### src/rtl/vga_fb_write_ctrl.sv
// ============================================================================
//  Module   : vga_fb_write_ctrl
//  Brief    : Framebuffer write-port controller sharing the RAM write port
//             between CPU pixel stores and a rectangle-fill engine.
//  Revision : 1.0
// ============================================================================
`default_nettype none

module vga_fb_write_ctrl #(
    parameter int DATA_WIDTH = 8,
    parameter int X_BITS     = 8,
    parameter int Y_BITS     = 8
) (
    input  logic                     clock,
    input  logic                     reset_n,
    input  logic                     cpu_valid,
    input  logic [X_BITS-1:0]        cpu_x,
    input  logic [Y_BITS-1:0]        cpu_y,
    input  logic [DATA_WIDTH-1:0]    cpu_data,
    output logic                     cpu_ready,
    input  logic                     fill_start,
    input  logic [X_BITS-1:0]        fill_x0,
    input  logic [Y_BITS-1:0]        fill_y0,
    input  logic [X_BITS:0]          fill_w,
    input  logic [Y_BITS:0]          fill_h,
    input  logic [DATA_WIDTH-1:0]    fill_color,
    output logic                     fill_busy,
    output logic                     fill_done,
    output logic                     fb_we,
    output logic [X_BITS+Y_BITS-1:0] fb_addr,
    output logic [DATA_WIDTH-1:0]    fb_wdata
);

    localparam logic [X_BITS:0] c_ONE_X = 1;
    localparam logic [Y_BITS:0] c_ONE_Y = 1;

    typedef enum logic [1:0] {
        S_IDLE = 2'd0,
        S_RUN  = 2'd1,
        S_DONE = 2'd2
    } state_t;

    state_t                     state_q, state_d;
    logic                       last_cpu_q, last_cpu_d;
    logic [X_BITS-1:0]          x0_q, x0_d;
    logic [Y_BITS-1:0]          y0_q, y0_d;
    logic [X_BITS:0]            w_q, w_d;
    logic [Y_BITS:0]            h_q, h_d;
    logic [DATA_WIDTH-1:0]      color_q, color_d;
    logic [X_BITS:0]            cx_q, cx_d;
    logic [Y_BITS:0]            cy_q, cy_d;
    logic                       fb_we_q, fb_we_d;
    logic [X_BITS+Y_BITS-1:0]   fb_addr_q, fb_addr_d;
    logic [DATA_WIDTH-1:0]      fb_wdata_q, fb_wdata_d;

    logic                       grant_cpu;
    logic                       grant_fill;
    logic [X_BITS-1:0]          fill_x;
    logic [Y_BITS-1:0]          fill_y;

    // Ready depends only on state and last grant, never on cpu_valid.
    assign cpu_ready  = (state_q != S_RUN) || !last_cpu_q;
    assign grant_cpu  = cpu_valid && cpu_ready;
    assign grant_fill = (state_q == S_RUN) && !grant_cpu;

    // Coordinates wrap modulo the framebuffer size by truncation.
    assign fill_x = x0_q + cx_q[X_BITS-1:0];
    assign fill_y = y0_q + cy_q[Y_BITS-1:0];

    always_comb begin
        state_d    = state_q;
        last_cpu_d = last_cpu_q;
        x0_d       = x0_q;
        y0_d       = y0_q;
        w_d        = w_q;
        h_d        = h_q;
        color_d    = color_q;
        cx_d       = cx_q;
        cy_d       = cy_q;

        case (state_q)
            S_IDLE: begin
                if (fill_start) begin
                    x0_d    = fill_x0;
                    y0_d    = fill_y0;
                    w_d     = fill_w;
                    h_d     = fill_h;
                    color_d = fill_color;
                    cx_d    = '0;
                    cy_d    = '0;
                    if ((fill_w == '0) || (fill_h == '0)) begin
                        state_d = S_DONE;
                    end else begin
                        state_d = S_RUN;
                    end
                end
            end
            S_RUN: begin
                if (grant_fill) begin
                    if (cx_q == (w_q - c_ONE_X)) begin
                        cx_d = '0;
                        if (cy_q == (h_q - c_ONE_Y)) begin
                            state_d = S_DONE;
                        end else begin
                            cy_d = cy_q + c_ONE_Y;
                        end
                    end else begin
                        cx_d = cx_q + c_ONE_X;
                    end
                end
            end
            S_DONE: begin
                state_d = S_IDLE;
            end
            default: begin
                state_d = S_IDLE;
            end
        endcase

        if (grant_cpu) begin
            last_cpu_d = 1'b1;
        end else if (grant_fill) begin
            last_cpu_d = 1'b0;
        end
    end

    always_comb begin
        fb_we_d    = grant_cpu || grant_fill;
        fb_addr_d  = fb_addr_q;
        fb_wdata_d = fb_wdata_q;
        if (grant_cpu) begin
            fb_addr_d  = {cpu_y, cpu_x};
            fb_wdata_d = cpu_data;
        end else if (grant_fill) begin
            fb_addr_d  = {fill_y, fill_x};
            fb_wdata_d = color_q;
        end
    end

    always_ff @(posedge clock or negedge reset_n) begin
        if (!reset_n) begin
            state_q    <= S_IDLE;
            last_cpu_q <= 1'b0;
            x0_q       <= '0;
            y0_q       <= '0;
            w_q        <= '0;
            h_q        <= '0;
            color_q    <= '0;
            cx_q       <= '0;
            cy_q       <= '0;
            fb_we_q    <= 1'b0;
            fb_addr_q  <= '0;
            fb_wdata_q <= '0;
        end else begin
            state_q    <= state_d;
            last_cpu_q <= last_cpu_d;
            x0_q       <= x0_d;
            y0_q       <= y0_d;
            w_q        <= w_d;
            h_q        <= h_d;
            color_q    <= color_d;
            cx_q       <= cx_d;
            cy_q       <= cy_d;
            fb_we_q    <= fb_we_d;
            fb_addr_q  <= fb_addr_d;
            fb_wdata_q <= fb_wdata_d;
        end
    end

    // The last fill pixel's write lands in the DONE cycle, so done aligns with it.
    assign fill_busy = (state_q != S_IDLE);
    assign fill_done = (state_q == S_DONE);
    assign fb_we     = fb_we_q;
    assign fb_addr   = fb_addr_q;
    assign fb_wdata  = fb_wdata_q;

endmodule

`default_nettype wire

### config.mk
export PLATFORM = sky130hd
export DESIGN_NAME = vga_fb_write_ctrl
export DESIGN_NICKNAME = d
export VERILOG_FILES = /design/src/rtl/vga_fb_write_ctrl.sv
export SDC_FILE = /design/constraint.sdc
export NUM_CORES = 1
export LEC_CHECK = 0
export BUFFER_PORTS_ARGS = -buffer_cell sky130_fd_sc_hd__buf_4
export CAP_MARGIN = 20
export CORE_MARGIN = 2
export CORE_UTILIZATION = 40
export CTS_BUF_LIST = sky130_fd_sc_hd__clkbuf_16
export DETAILED_ROUTE_END_ITERATION = 8
export SETUP_SLACK_MARGIN = 0.02
export SYNTH_ARGS = -nofsm -noshare
export SYNTH_HDL_FRONTEND = slang
export SYNTH_SLANG_ARGS = --single-unit
### constraint.sdc
create_clock -name clock -period 2.5 [get_ports clock]
set_clock_uncertainty 0.2 [all_clocks]
set_input_delay 0.375 -clock clock [delete_from_list [all_inputs] [get_ports clock]]
set_output_delay 0.375 -clock clock [all_outputs]
set_load 0.03 [all_outputs]
======== Yosys cells after proc, flatten, opt, wreduce, memory -nomap -nowiden ========
Index checks and enable logic that the tools add are counted.
operators by class
  add/sub/neg operators ................... 6
  eq/ne operators ......................... 10
  mux-type cells .......................... 20
  reductions and logical operators ........ 17
operators by type and width
  kind                                                    number
  2-to-1 mux 9 bit                                        6
  one-hot mux 9 bit (2 select lines)                      2
  2-to-1 mux 16 bit                                       2
  adder 9 x 1 -> 9 bit (second input constant)            2
  equality test 9 bit                                     2
  logical NOT 9 bit                                       2
  subtractor 9 x 1 -> 9 bit (second input constant)       2
  adder 8 bit                                             2
  2-to-1 mux 8 bit                                        2
  2-to-1 mux 2 bit                                        5
  inequality test 2 x 1 -> 1 bit (second input constant)  3
  inequality test 2 bit (second input constant)           3
  nonzero test 2 bit                                      3
  AND reduction 5 bit                                     1
  one-hot mux 2 bit (2 select lines)                      1
  AND reduction 4 bit                                     1
  logical OR 1 bit                                        3
  AND reduction 3 bit                                     1
  equality test 2 x 1 -> 1 bit (second input constant)    1
  equality test 2 bit (second input constant)             1
  logical AND 1 bit                                       2
  logical NOT 1 bit                                       2
  logical NOT 2 bit                                       1
  2-to-1 mux 1 bit                                        2
  AND reduction 2 bit                                     1
storage, ports and cells
  register bits ........................... 88
  bits of input ports ..................... 70
  word-level logic and storage cells ...... 65

======== Longest topological paths before layout ========
  word-level depth ........................ 7
  gate-level depth with buffers ........... 11
  depth with buffers taken out ............ 10

======== Least setup slack after synthesis ========
Ideal clock, no wire load.
  kind .................................... reg-to-reg
  start ................................... register h_q[0]
  end ..................................... register cy_q[3]
  library setup time ...................... 0.119 ns
  arrival ................................. 2.376 ns
  required time ........................... 2.181 ns
  slack ................................... -0.194 ns
  stages on the path, launching flop included .. 10
  buffers on the path ..................... 2
  clock period less this slack ............ 2.694 ns
  cell sequence ........................... dfrtp_1 -> or4_1 -> clkbuf_2 -> or4_1 -> and4_4 -> nor3_2 -> and4bb_4 -> buf_6 -> nor4_1 -> o21a_1
on the way
  cells in the longest elaborated chain, start to end .. 4
RTL lines
  what                                    line  RTL
  from (decl)                             48    logic [Y_BITS:0] h_q, h_d;
  from (signal assigned)                  147   h_q <= '0;
  from (signal assigned)                  160   h_q <= h_d;
  subtractor 9 x 1 -> 9 bit               102   if (cy_q == (h_q - c_ONE_Y)) begin
  equality test 9 bit                     102
  inequality test 2 bit (no source line)  --
  AND reduction 5 bit (no source line)    --
  to (signal assigned)                    163   cy_q <= cy_d;
  to (decl)                               51    logic [Y_BITS:0] cy_q, cy_d;
No other way between the ends.
A chain may end at the register's enable or synchronous reset.

======== Worst setup path after layout ========
  start ................................... register cx_q[7]
  end ..................................... register cy_q[2]
on the way
  cells in the longest elaborated chain, start to end .. 3
RTL lines
  what                                             line  RTL
  from (decl)                                      50    logic [X_BITS:0] cx_q, cx_d;
  from (signal assigned)                           149   cx_q <= '0;
  from (signal assigned)                           162   cx_q <= cx_d;
  equality test 9 bit                              100   if (cx_q == (w_q - c_ONE_X)) begin
  inequality test 2 x 1 -> 1 bit (no source line)  --
  AND reduction 5 bit (no source line)             --
No other way between the ends.

==> summary by stage <==
Critical path
The capture instance of the worst register-to-register path is cy_q[2]. Along the worst path, the maximum fanout reaches 6. The number of cells on the critical path is 8. The number of buffers and inverters on the critical path is 1. The biggest cell delay along the critical path is 500 ps. The cell class contributing the biggest share of worst-path delay is simple AND/OR/NAND/NOR gates. The worst reg2reg path depth is 8. The kind of start point of the critical path is a flop. The critical path goes through xnor2_1 > or4b_1 > and3_4 > o31ai_4 > buf_6 > nand3_4 > or4_4 > a21oi_2. The critical register-to-register path startpoint is cx_q[7]. On the critical path, the stage with the largest delay is an instance of sky130_fd_sc_hd__or4_4.

The setup check on the worst reg-to-reg path leaves a slack of -250 ps. The worst path arrival time is 2830 ps. Data on the critical path is required at its endpoint by 2580 ps. The kind of capture point of the worst setup path is a flop.

The start-to-end type of the worst setup path is flop to flop.

Floorplan
The die extent in x is 116 um. The number of top-level design ports is 98. The total core area is 0.0121 sq mm. The initial utilization of the core area, before any placement, comes to 41.2%. The floorplan step defined a die boundary enclosing 0.0134 sq mm. From bottom edge to top edge, the die measures 116 um. The floorplan has 40 rows.

Worst hold path
The launch point of the worst hold path is fill_y0[3]. The worst hold path passes through 3 cells. The path with the worst hold slack has its endpoint at y0_q[3]. The path class of the tightest hold or removal check is input port to flop.

Synth
The synthesized netlist occupies a cell area of 0.00499 sq mm. The fraction of post-synthesis cell area in the top cell type by area is 44.1%. Yosys mapped the design onto 56 distinct sky130hd cell types.

For this run, asynchronously set or reset flops after synthesis account for 100%. The number of warnings reported in the yosys synthesis log is 0. The commonest register cell after synthesis is sky130_fd_sc_hd__dfrtp_1. The synthesized design spends more area on one cell type than any other, namely sky130_fd_sc_hd__dfrtp_1.

After synthesis, flip-flops and latches occupy 44.1% of the total area. The post-synthesis sequential element count is 88. The most frequent cell after synthesis is sky130_fd_sc_hd__nand2_1. The synthesized netlist cell count is 584. Synthesis produced a netlist with a net count of 674. After synthesis, the mean cell area works out to 8.55 sq um. The number of flops mapped to enable cells by yosys is 0. After synthesis, the most frequently instantiated cells are sky130_fd_sc_hd__nand2_1 (155), sky130_fd_sc_hd__dfrtp_1 (88), sky130_fd_sc_hd__o21ai_0 (45).

Yosys attributes the largest share of cell area to sky130_fd_sc_hd__dfrtp_1 (44%), sky130_fd_sc_hd__nand2_1 (12%), sky130_fd_sc_hd__ha_1 (4.5%).

Flow run
Max-cap violations in this run came to 0.

Place
Buffers placed on the I/O ports in this run total 97. Prior to clock tree synthesis, the placed netlist has a worst setup slack of -320 ps. The HPWL after detailed placement is 9920 um.

Routability-driven placement finished with a final weighted congestion of 0.857.

CTS
The clock-pin slew of the registers on the worst-case setup and hold paths is 60 ps. TritonCTS built the clock tree. The latest clock arrival within the worst-skew pair is 350 ps. Clock tree synthesis inserted a total of 9 buffers. The largest buffer count on any clock path is 2. In this run the clock root is driven by a sky130_fd_sc_hd__clkbuf_16.

The clock drives 88 sinks. CTS built an H-tree with a depth of 3.

Timing
The total negative setup slack is -2000 ps. The final-report hold violation count came to 0. The upper clock frequency limit is 0.363 GHz.

The final count of pins violating max slew is 0. The tightest hold path in the finished design has a slack of 12.5 ps. Setup violations remaining at the end of the flow were counted as 15.

The worst slew margin relative to its limit is 61.8%. Of the available clock period, the critical path in the final layout requires 110%. Setup repair after global routing could not meet its margin everywhere. The clock period minus worst slack is 2750 ps.

Across all setup checks in the final design, the least slack found is -253 ps. The slew at the pin with the worst max-slew slack is 572 ps.

GRT
Entering global routing, the biggest net connects 44 pins. After global routing the overflow that remains totals 0. The aggregate global-route resource usage is 21.2%.

The first-pass GRT wire length is 22300 um. The initial antenna violation count is 0. The number of global-route vias before repair came to 4666.

Route
Dividing the detail-routed via count by the number of cells gives 5.22. The first detailed-routing pass took 4 iterations. The total routed wirelength is 13900 um. The count of vias placed by the detailed router is 4708. Dividing the detail-routed wire length by the instance count gives 15.4 um. The DRC violation total after the first TritonRoute iteration is 224. The count of antenna-violating nets left after detailed routing is 0.

After detailed routing, the number of remaining DRC violations is 0.

Run status
The flow ran to the end, but the final reports show violations. The checks that failed: setup timing.

Final layout
Fill cells in the final layout number 1157. The share of final-layout standard cells stronger than drive strength 1 is 28.3%. The final antenna diode count is 0. The area growth from synthesis to layout is 35.9%. After the last flow step, the layout net total stands at 820.

Power and ir drop
The total power divided by cell area is 1240 mW/mm^2. Summed over all cells, the static leakage comes to 0.00326 uW. VDD sags by at most 0.584 mV. The overall power after layout is 8390 uW.
report_power, final:
| part | switching [uW] | internal (uW) |
|---|---|---|
| clock network | 547 | 857 |
| registers | 424 | 2030 |
| logic | 2530 | 2000 |
| total | 3500 | 4890 |
worst max path at each step:
| stage | start | to |
|---|---|---|
| after floorplan | h_q[0] | cy_q[3] |
| after global placement | h_q[1] | cy_q[5] |
| after detailed placement | h_q[1] | cy_q[4] |
| after CTS | h_q[0] | cy_q[3] |
| after global routing | w_q[1] | cy_q[5] |
| final | cx_q[7] | cy_q[2] |
registers in the layout, indices dropped and copies added (netlist names):
signal,cells
fb_we,1
cy_q,9
last_cpu_q,1
y0_q,8
color_q,8
fb_addr,16
cx_q,9
x0_q,8
w_q,9
h_q,9
fb_wdata,8
state_q,2
cell families (layout without fill, tap and decap cells):
group / Yosys count / in the layout / synth area share (%)
and+or+nand+nor: 273 / 275 / 25.6
buffers and inverters: 46 / 194 / 3.78
AOI/OAI and AO/OA: 129 / 129 / 16.3
adders and majority gates: 20 / 20 / 5.31
muxes: 2 / 2 / 0.401
xor gates and xnor gates: 26 / 26 / 4.56
DFF: 88 / 88 / 44.1
per-layer routing:
| layer | global-route usage (%) | wire length (um) | part of all wire (%) |
|---|---|---|---|
| met5 | 0 | 0 | 0 |
| met4 | 5.16 | 153 | 1.1 |
| met3 | 5.13 | 492 | 3.5 |
| met2 | 36.5 | 7060 | 51 |
| met1 | 27.1 | 6160 | 44 |
layout by cell type, fill, tap and decap left out, types with 4 or more instances in the layout:
cell                        count
sky130_fd_sc_hd__nand3_1       17
sky130_fd_sc_hd__nand2b_1       7
sky130_fd_sc_hd__nor2_1        25
sky130_fd_sc_hd__xor2_1        13
sky130_fd_sc_hd__o21ai_1        6
sky130_fd_sc_hd__buf_4        153
sky130_fd_sc_hd__o21a_1         6
sky130_fd_sc_hd__clkbuf_16      9
sky130_fd_sc_hd__or3_1          6
sky130_fd_sc_hd__nand4_1        4
sky130_fd_sc_hd__a21oi_2        4
sky130_fd_sc_hd__dfrtp_1       87
sky130_fd_sc_hd__a21oi_1       34
sky130_fd_sc_hd__inv_1         21
sky130_fd_sc_hd__and3_1         6
sky130_fd_sc_hd__nand2_1      154
sky130_fd_sc_hd__nand3b_1       4
sky130_fd_sc_hd__o21ai_0       39
sky130_fd_sc_hd__ha_1          18
sky130_fd_sc_hd__or4_4          5
sky130_fd_sc_hd__xnor2_1       13
sky130_fd_sc_hd__a22oi_1       12
sky130_fd_sc_hd__nor2b_1        8
sky130_fd_sc_hd__nor3_1        11
cell type report:
type / count / area, sq um / area share, %
inverter: 20 / 75.1 / 1.11
tap: 168 / 210 / 3.10
multi-input combinational: 452 / 2770 / 40.7
clock buffer: 9 / 225 / 3.32
sequential: 88 / 2200 / 32.5
timing repair buffer: 159 / 1230 / 18.2
clock inverter: 6 / 76.3 / 1.12
worst reg2reg max path, delay by kind of cell (launching register included):
kind	cells	cell delay (ps)
AO/OA/AOI/OAI	2	460
XOR/XNOR	1	140
buffers and inverters	1	170
flip-flops	1	390
AND/OR/NAND/NOR	4	1320
per-stage QoR:
step | utilization (%) | cells | area (sq um)
6_report | 56.1 | 902 | 6790
5_1_grt | 56.1 | 902 | 6790
4_1_cts | 54.9 | 894 | 6650
3_5_place_dp | 51.5 | 872 | 6230
3_3_place_gp | 51.5 | 872 | 6230
2_1_floorplan | - | 584 | 5020
repair_timing:
item / in CTS / in global routing
gates resized for setup: 12 / 26
setup buffers: 5 / 7
cloned: 1 / 1
pin swaps: 9 / 7
endpoints found under the setup margin: 13 / 30
hold buffers: 1 / 0
hold endpoints to repair: 39 / 0
Note: power is estimated with default switching activity, not from simulation.
